## src/rtl/pipe_pkg.sv

```systemverilog
// pipe_pkg: shared pipeline-register state encoding, per-stage widths and control field layouts
package pipe_pkg;

  typedef enum logic [1:0] {
    ST_EMPTY = 2'd0,
    ST_FULL  = 2'd1,
    ST_SKID  = 2'd2
  } state_t;

  localparam int EX_CTRL_W  = 16;
  localparam int EX_DATA_W  = 128;
  localparam int MEM_CTRL_W = 8;
  localparam int MEM_DATA_W = 96;
  localparam int WB_CTRL_W  = 4;
  localparam int WB_DATA_W  = 64;

  typedef struct packed {
    logic [3:0] alu_op;
    logic       alu_src;
    logic       reg_dst;
    logic       branch;
    logic       jump;
    logic       mem_rd;
    logic       mem_wr;
    logic       mem_to_reg;
    logic       reg_wr;
    logic [3:0] rsvd;
  } ex_ctrl_t;

  typedef struct packed {
    logic       mem_rd;
    logic       mem_wr;
    logic [1:0] size;
    logic       sign_ext;
    logic       mem_to_reg;
    logic       reg_wr;
    logic       rsvd;
  } mem_ctrl_t;

  typedef struct packed {
    logic       reg_wr;
    logic       mem_to_reg;
    logic [1:0] rsvd;
  } wb_ctrl_t;

endpackage

```

## src/rtl/pipe_sat_cnt.sv

```systemverilog
// pipe_sat_cnt: saturating up-counter with synchronous clear
module pipe_sat_cnt #(
  parameter int CNT_W = 16
) (
  input  logic             clk,
  input  logic             clr,
  input  logic             inc,
  output logic [CNT_W-1:0] cnt
);
  // count up on inc, sticking at all-ones instead of wrapping
  always_ff @(posedge clk)
    cnt <= clr ? '0 : (inc && cnt != '1) ? cnt + 1'b1 : cnt;
endmodule

```

## src/rtl/pipe_stage_reg.sv

```systemverilog
// pipe_stage_reg: valid/ready stage register with flush, stall counter and optional skid entry (PIPE_STAGE_REG_SKID_EN)
module pipe_stage_reg
  import pipe_pkg::*;
#(
  parameter int CTRL_W   = 16,
  parameter int DATA_W   = 128,
  parameter int CLR_DATA = 0,
  parameter int CNT_W    = 16
) (
  input  logic              clk,
  input  logic              reset,
  input  logic              clr,
  input  logic              valid_i,
  output logic              ready_o,
  input  logic [CTRL_W-1:0] ctrl_i,
  input  logic [DATA_W-1:0] data_i,
  output logic              valid_o,
  input  logic              ready_i,
  output logic [CTRL_W-1:0] ctrl_o,
  output logic [DATA_W-1:0] data_o,
  output logic [CNT_W-1:0]  stall_cnt_o
);
  state_t state, state_nx;
  logic up, dn, stall;
  logic [CTRL_W-1:0] ctrl_q;
  logic [DATA_W-1:0] data_q;

  assign valid_o = state != ST_EMPTY;
  assign up      = valid_i && ready_o;
  assign dn      = valid_o && ready_i;
  assign stall   = valid_o && !ready_i;
  assign data_o  = data_q;

  // state register; flush and reset both drop every held entry
  always_ff @(posedge clk)
    state <= reset || clr ? ST_EMPTY : state_nx;

`ifdef PIPE_STAGE_REG_SKID_EN
  logic              ready_q;
  logic [CTRL_W-1:0] skid_ctrl;
  logic [DATA_W-1:0] skid_data;

  // next state: an arrival during a stall spills into the skid entry
  always_comb
    state_nx = state == ST_SKID ? (dn ? ST_FULL : ST_SKID) :
               up ? (stall ? ST_SKID : ST_FULL) :
               dn ? ST_EMPTY : state;

  // ready is a flop so nothing combinational links ready_i to ready_o
  always_ff @(posedge clk)
    ready_q <= reset || clr || state_nx != ST_SKID;

  // skid entry captures the arrival the stalled main entry cannot take
  always_ff @(posedge clk)
    if (reset) begin
      skid_ctrl <= '0;
      skid_data <= '0;
    end else if (up && stall && !clr) begin
      skid_ctrl <= ctrl_i;
      skid_data <= data_i;
    end

  assign ready_o = ready_q;
`else
  // next state: single entry fills on arrival and empties on departure
  always_comb
    state_nx = up ? ST_FULL : dn ? ST_EMPTY : state;

  assign ready_o = !valid_o || ready_i;
`endif

  // main entry; when a skid entry exists it refills main first to keep arrival order
  always_ff @(posedge clk)
    if (reset) begin
      ctrl_q <= '0;
      data_q <= '0;
    end else if (clr) begin
      ctrl_q <= '0;
      if (CLR_DATA != 0) data_q <= '0;
    end
`ifdef PIPE_STAGE_REG_SKID_EN
    else if (state == ST_SKID) begin
      if (dn) begin
        ctrl_q <= skid_ctrl;
        data_q <= skid_data;
      end
    end else if (up && !stall) begin
      ctrl_q <= ctrl_i;
      data_q <= data_i;
    end
`else
    else if (up) begin
      ctrl_q <= ctrl_i;
      data_q <= data_i;
    end
`endif

  // bubbles present an all-zero control field so no write strobe leaks downstream
  always_comb
    ctrl_o = valid_o ? ctrl_q : '0;

  pipe_sat_cnt #(.CNT_W(CNT_W)) u_stall_cnt (
    .clk(clk),
    .clr(reset),
    .inc(stall),
    .cnt(stall_cnt_o)
  );
endmodule

```

## config.mk

```make
export PLATFORM = sky130hd
export DESIGN_NAME = pipe_stage_reg
export DESIGN_NICKNAME = d
export VERILOG_FILES = /design/src/rtl/pipe_pkg.sv /design/src/rtl/pipe_sat_cnt.sv /design/src/rtl/pipe_stage_reg.sv
export SDC_FILE = /design/constraint.sdc
export NUM_CORES = 1
export LEC_CHECK = 0
export CAP_MARGIN = 20
export CORE_ASPECT_RATIO = 1.1
export CORE_UTILIZATION = 36
export CTS_CLUSTER_DIAMETER = 40
export DETAILED_ROUTE_END_ITERATION = 10
export GPL_TIMING_DRIVEN = 0
export PLACE_DENSITY_LB_ADDON = 0.3
export SLEW_MARGIN = 20
export SYNTH_ARGS = -nofsm -noshare
export SYNTH_HDL_FRONTEND = slang
export SYNTH_SLANG_ARGS = --single-unit
```

## constraint.sdc

```tcl
create_clock -name clk -period 1.46 [get_ports clk]
set_input_delay 0.292 -clock clk [delete_from_list [all_inputs] [get_ports clk]]
set_output_delay 0.292 -clock clk [all_outputs]
set_load 0.03 [all_outputs]
```

==> results.json, run 1 <==
{
  "synth_seq_cells": 161,
  "setup_tns_ns": -31.14,
  "ff2ff_path_depth": 7,
  "holdCritStartpoint": "ctrl_i[1]",
  "via_per_inst": 5.00,
  "synth_warnings": 0,
  "htree_levels": 4,
  "clockBufferDepth": 2,
  "place_area_um2": 9430,
  "core-area_um2": 15900,
  "drt_wl_total_mm": 23.1,
  "worstPathMaxFanout": 6,
  "postLayoutCellArea_um2": 11400,
  "final_util": 0.722,
  "synthesis.nets": 896,
  "track_usage": 0.254,
  "skew_ns": 0.0114,
  "r2r_slack_ns": -0.26,
  "cts_made_buffers": 17,
  "ir_drop_uv": 754,
  "post-route-period-util": 1.18,
  "vias": 6679,
  "whs_path_depth": 3,
  "routedWlPerCell_um": 17.3,
  "cts_tree": "done",
  "drc": 0,
  "netlist_area_um2": 5890,
  "cts_hold_buf": 0,
  "io_buffers": 309,
  "overflow": 0,
  "die-area_um2": 16900,
  "root_buffer": "clkbuf_16",
  "die_x_um": 124,
  "required_ns": 1.75,
  "antenna_found_initial": 0,
  "powerDensity_nw_per_um2": 983,
  "fp-row-count": 48,
  "relSlewSlack": 0.514,
  "first_global_vias": 6236,
  "outcome": "complete, but fails checks",
  "r2r_end": "data_o[59]",
  "synthFlopType": "dfxtp_1",
  "rsz0062_at_grt": "yes",
  "start_util": 0.371,
  "gp_congestion": 0.822,
  "fin_crit_ns": 1.72,
  "drv_slew": 0,
  "clock_latency_ns": 0.43,
  "async_flop_share": 0,
  "worst_slack_ns": -0.258,
  "ant_nets": 0,
  "finalSetupViolCount": 163,
  "end_kind": "flip-flop",
  "seq_area_frac_synth": 0.548,
  "n_antenna_cell": 0,
  "grt_pass1_wl_mm": 32.2,
  "drive_above_1_share": 0.416,
  "min_to": "ctrl_q[1]",
  "drt_iter0_markers": 257,
  "violations": "negative setup slack",
  "cap_violations": 0,
  "pin_count": 311,
  "synthDistinctLibCells": 32,
  "worstReg2RegStart": "state[0]",
  "layout.nets": 1275,
  "worstPathArrival_ns": 2.01,
  "clk_pin_slew_ns": 0.06,
  "dp_hpwl_mm": 14.4,
  "setup.worst_path.class": "flip-flop to flip-flop",
  "die_y_um": 136,
  "synth_edf_count": 0,
  "grt_max_degree": 17,
  "first_pass_iters": 4,
  "cts.sinks": 161,
  "synth_cells": 746,
  "startpoint_type": "flip-flop",
  "total_leakage_power_nw": 4.59,
  "tightest_slew_ns": 0.729,
  "finalHoldViolCount": 0,
  "fmaxAchievable_ghz": 0.582,
  "min_path_type": "input port to flip-flop",
  "synth_area_per_cell_um2": 7.89,
  "syn2layout_area_growth_pct": 94.5
}
[critical path: stages (launching register included)]
cell and delay [ns]:
dfxtp_4 0.34, and2b_1 0.16, buf_6 0.14, or3_4 0.45, clkbuf_16 0.20, clkbuf_16 0.15, nand2_1 0.07, a21oi_1 0.06
[layout make-up]
type                    count  area (um^2)
inverters                   2         20.0
flip-flops and latches    161         3280
clock buffers              21          482
repair buffers            361         3470
clock inverters             9          131
multi-input cells         532         3380
well taps                 200          250
plain buffers              50          437
fillers                  1155         4410
[cells in the final DEF, fill, tap and decap left out, types with 4 or more instances in the layout]
cell,n
a21oi_1,86
clkbuf_4,4
a21oi_2,72
buf_6,24
dfxtp_4,14
buf_12,7
and2_1,8
dfxtp_1,144
nand2_4,57
clkdlybuf4s50_1,147
buf_8,11
buf_4,37
clkbuf_1,15
clkbuf_16,23
buf_2,17
nand2_1,202
clkbuf_2,67
nand4_1,7
buf_16,6
clkdlybuf4s15_2,48
nand2_2,35
or3_1,6
o31ai_1,5
clkdlybuf4s15_1,21
and2_2,6
[per-layer routing]
metal / wire length [um] / vias to the layer above / GRT usage
met2: 11900 / 268 / 0.436
met3: 1960 / 59 / 0.0856
li1: - / 3226 / -
met1: 8380 / 3126 / 0.272
met4: 904 / 0 / 0.135
met5: 0 / - / 0
[worst max-delay path by stage]
stage,startpoint,end
after floorplan,state[0],data_o[10]
after global placement,ready_i,data_o[86]
after detailed placement,ready_i,data_o[86]
after CTS,state[0],data_o[99]
after global routing,state[0],data_o[59]
final,state[0],data_o[59]
[stage by stage]
| step | hold WS (ns) | setup WS, ns | total power [mW] | instances |
|---|---|---|---|---|
| after floorplan | 0.428 | -0.110 | 5.50 | 746 |
| after global placement | 0.437 | -0.823 | 6.36 | 1255 |
| after detailed placement | 0.444 | -0.837 | 6.38 | 1255 |
| after CTS | 0.391 | -0.266 | 11.2 | 1324 |
| after global routing | 0.405 | -0.285 | 11.6 | 1336 |
| final | 0.407 | -0.258 | 11.3 | 1336 |
[Yosys cell counts, drive strengths merged, types with 4 or more instances]
cell type	count	area, um^2
and3	4	25.0
nor3	4	20.0
nand2	294	1100
dfxtp	161	3220
and2	16	108
o31ai	6	45.0
nand3	5	25.0
buf	26	139
or3	8	52.6
clkbuf	25	93.8
nand4	7	43.8
or4	6	45.0
o21ai	7	35.0
a21oi	158	791
[kinds of logic (layout without fill, tap and decap cells)]
| logic type | Yosys count | count (layout) | synth area share |
|---|---|---|---|
| compound gates | 174 | 174 | 0.152 |
| xor+xnor | 1 | 1 | 0.00149 |
| flops | 161 | 161 | 0.548 |
| simple gates | 356 | 356 | 0.256 |
| fa+ha+maj | 1 | 1 | 0.00213 |
| buf+inv | 53 | 443 | 0.0408 |
[sequential cells by signal (all words and copies together), names as in the netlist]
| signal | flops |
|---|---|
| state | 1 |
| u_stall_cnt.cnt | 16 |
| data_o | 128 |
| ctrl_q | 16 |
[repair_timing]
action / 4_1_cts / 5_1_grt
pin swaps: 103 / 72
gates cloned: 9 / 5
gates resized for setup: 608 / 269
setup endpoints to repair: 306 / 252
setup buffers: 31 / 8
[power breakdown]
| group | leakage, nW | total, mW | internal, mW | switching [mW] |
|---|---|---|---|---|
| logic | 2.96 | 1.91 | 0.913 | 1.00 |
| clock network | 0.304 | 4.65 | 2.86 | 1.79 |
| registers | 1.33 | 4.69 | 4.55 | 0.138 |
Note: power is estimated with default switching activity, not from simulation.
==> inputs of run 2 (changes only) <==
--- a/config.mk
+++ b/config.mk
@@ -6,10 +6,10 @@
 export NUM_CORES = 1
 export LEC_CHECK = 0
 export CAP_MARGIN = 20
-export CORE_ASPECT_RATIO = 1.1
-export CORE_UTILIZATION = 36
+export CORE_UTILIZATION = 42
 export CTS_CLUSTER_DIAMETER = 40
 export DETAILED_ROUTE_END_ITERATION = 10
+export GPL_ROUTABILITY_DRIVEN = 0
 export GPL_TIMING_DRIVEN = 0
 export PLACE_DENSITY_LB_ADDON = 0.3
 export SLEW_MARGIN = 20
==> constraint.sdc (replaced) <==
create_clock -name clk -period 2.14 [get_ports clk]
set_input_delay 0.428 -clock clk [delete_from_list [all_inputs] [get_ports clk]]
set_output_delay 0.428 -clock clk [all_outputs]
set_load 0.03 [all_outputs]
==> run 2 against run 1 <==
- the run now ends clean
- via count decreased by 6.1%
- non-clock buffer count shrank 51
- setup slack improved by 0.35 ns
- clock skew is 0.0013 ns higher
- clock power down 40%
- cell count decreased by 5.6%
- combinational power decreased by 43%
- first-iteration DRC count grew 37%
- critical path depth is 6 lower
- sequential share of layout area increased by 4.6 points
- flip-flop and latch count stayed put
- worst hold slack better by 0.042 ns
- critical endpoint is now stall_cnt_o[2]
==> results.json, run 2 (same netlist as run 1, synthesis figures left out) <==
{
  "final_common_cell": "nand2_1",
  "required_ns": 1.71,
  "antenna_found_initial": 0,
  "drc": 0,
  "fin_cells": 1261,
  "rsz0062_at_grt": "no",
  "powerDensity_nw_per_um2": 729,
  "path_cells": "clkdlybuf4s50_1",
  "htree_levels": 4,
  "core-area_um2": 13500,
  "finalSetupViolCount": 0,
  "dp_hpwl_mm": 14.0,
  "crit_family": "buffers and inverters",
  "crit_buf_inv": 1,
  "cts_tree": "done",
  "postLayoutCellArea_um2": 9690,
  "die-area_um2": 14500,
  "total_leakage_power_nw": 3.57,
  "clock_latency_ns": 0.42,
  "pin_count": 311,
  "cts_setup_buffers": 0,
  "grt_pass1_wl_mm": 29.3,
  "post-route-period-util": 0.959,
  "finalHoldViolCount": 0,
  "routedWlPerCell_um": 15.0,
  "overflow": 0,
  "whs_ns": 0.449,
  "drt_iter0_markers": 352,
  "ctsResizeCount": 22,
  "grt_max_degree": 17,
  "tightest_slew_ns": 0.639,
  "track_usage": 0.262,
  "n_antenna_cell": 0,
  "cap_violations": 0,
  "outcome": "complete, no violations",
  "fin_crit_ns": 2.05,
  "max_stage_delay_ns": 0.73,
  "cpMaxStageDelayCell": "clkdlybuf4s50_1",
  "cts_made_buffers": 17,
  "fp-row-count": 42,
  "worstPathMaxFanout": 9,
  "place_area_um2": 9200,
  "drv_slew": 0,
  "cts_hold_buf": 0,
  "skew_ns": 0.0127,
  "setup.worst_path.class": "flip-flop to primary output",
  "drt_wl_total_mm": 18.9,
  "startpoint_type": "flip-flop",
  "clockBufferDepth": 2,
  "relSlewSlack": 0.570,
  "layout_common_cells": "294 x nand2_1, 292 x clkdlybuf4s50_1, 160 x dfxtp_1",
  "vias": 6272,
  "layout.nets": 1224,
  "io_buffers": 309,
  "fmaxAchievable_ghz": 0.487,
  "first_global_vias": 5831,
  "cts.sinks": 161,
  "end_kind": "primary output",
  "ir_drop_uv": 594,
  "die_x_um": 120,
  "min_path_type": "flip-flop to flip-flop",
  "via_per_inst": 4.97,
  "largest_reg_flops": 128,
  "place_inst": 1231,
  "first_pass_iters": 4,
  "worstPathArrival_ns": 1.62,
  "root_buffer": "clkbuf_16",
  "syn2layout_area_growth_pct": 64.7,
  "finalPower_mw": 7.07,
  "ant_nets": 0,
  "drive_above_1_share": 0.0747,
  "clk_pin_slew_ns": 0.06,
  "start_util": 0.438,
  "die_y_um": 120
}
==> run 2: layout make-up <==
cell class,count,area [um^2]
Buffer,51,239
Clock buffer,23,478
Clock inverter,7,60.1
Fill cell,1097,3760
Inverter,2,7.51
Multi-Input combinational cell,532,2420
Sequential cell,161,3220
Tap cell,176,220
Timing Repair Buffer,309,3040
==> run 2: worst register-to-register path, delay by kind of cell (launching register included) <==
family / cells / cell delay (ns)
AND/OR/NAND/NOR: 3 / 0.67
flip-flops: 1 / 0.39
adder cells (fa/ha/maj): 1 / 0.27
buffers and inverters: 1 / 0.25
AO/OA/AOI/OAI: 1 / 0.20
==> run 2: power by group <==
group	internal, mW	switching, mW	leakage [nW]	total [mW]
Sequential	3.12	0.0601	1.31	3.18
Clock	1.67	1.13	0.272	2.80
Combinational	0.524	0.567	1.98	1.09
Total	5.31	1.76	3.57	7.07
==> run 2: routing by layer <==
| layer | track usage | part of all wire | vias to the layer above |
|---|---|---|---|
| met2 | 0.444 | 0.49 | 269 |
| met3 | 0.102 | 0.10 | 39 |
| li1 | - | - | 3122 |
| met5 | 0 | 0 | - |
| met4 | 0.127 | 0.034 | 0 |
| met1 | 0.285 | 0.38 | 2842 |
==> run 2: path summary, 6_finish.rpt <==
check / startpoint / end / slack [ns] / cells after the start
worst min register to register: ctrl_q[2] / ctrl_q[2] / 0.45 / 2
worst max-delay path: u_stall_cnt.cnt[2] / stall_cnt_o[2] / 0.09 / 1
worst max register to register: u_stall_cnt.cnt[0] / u_stall_cnt.cnt[1] / 0.26 / 6
worst min-delay path: ctrl_q[2] / ctrl_q[2] / 0.45 / 2
==> run 2: stage by stage <==
stage | utilization | worst slack, ns | TNS [ns]
final | 0.720 | 0.0886 | 0
after global routing | 0.720 | 0.000122 | 0
after CTS | 0.722 | 0.00142 | 0
after detailed placement | 0.684 | -0.437 | -48.13
after global placement | 0.684 | -0.451 | -51.04
after floorplan | - | 0.298 | 0
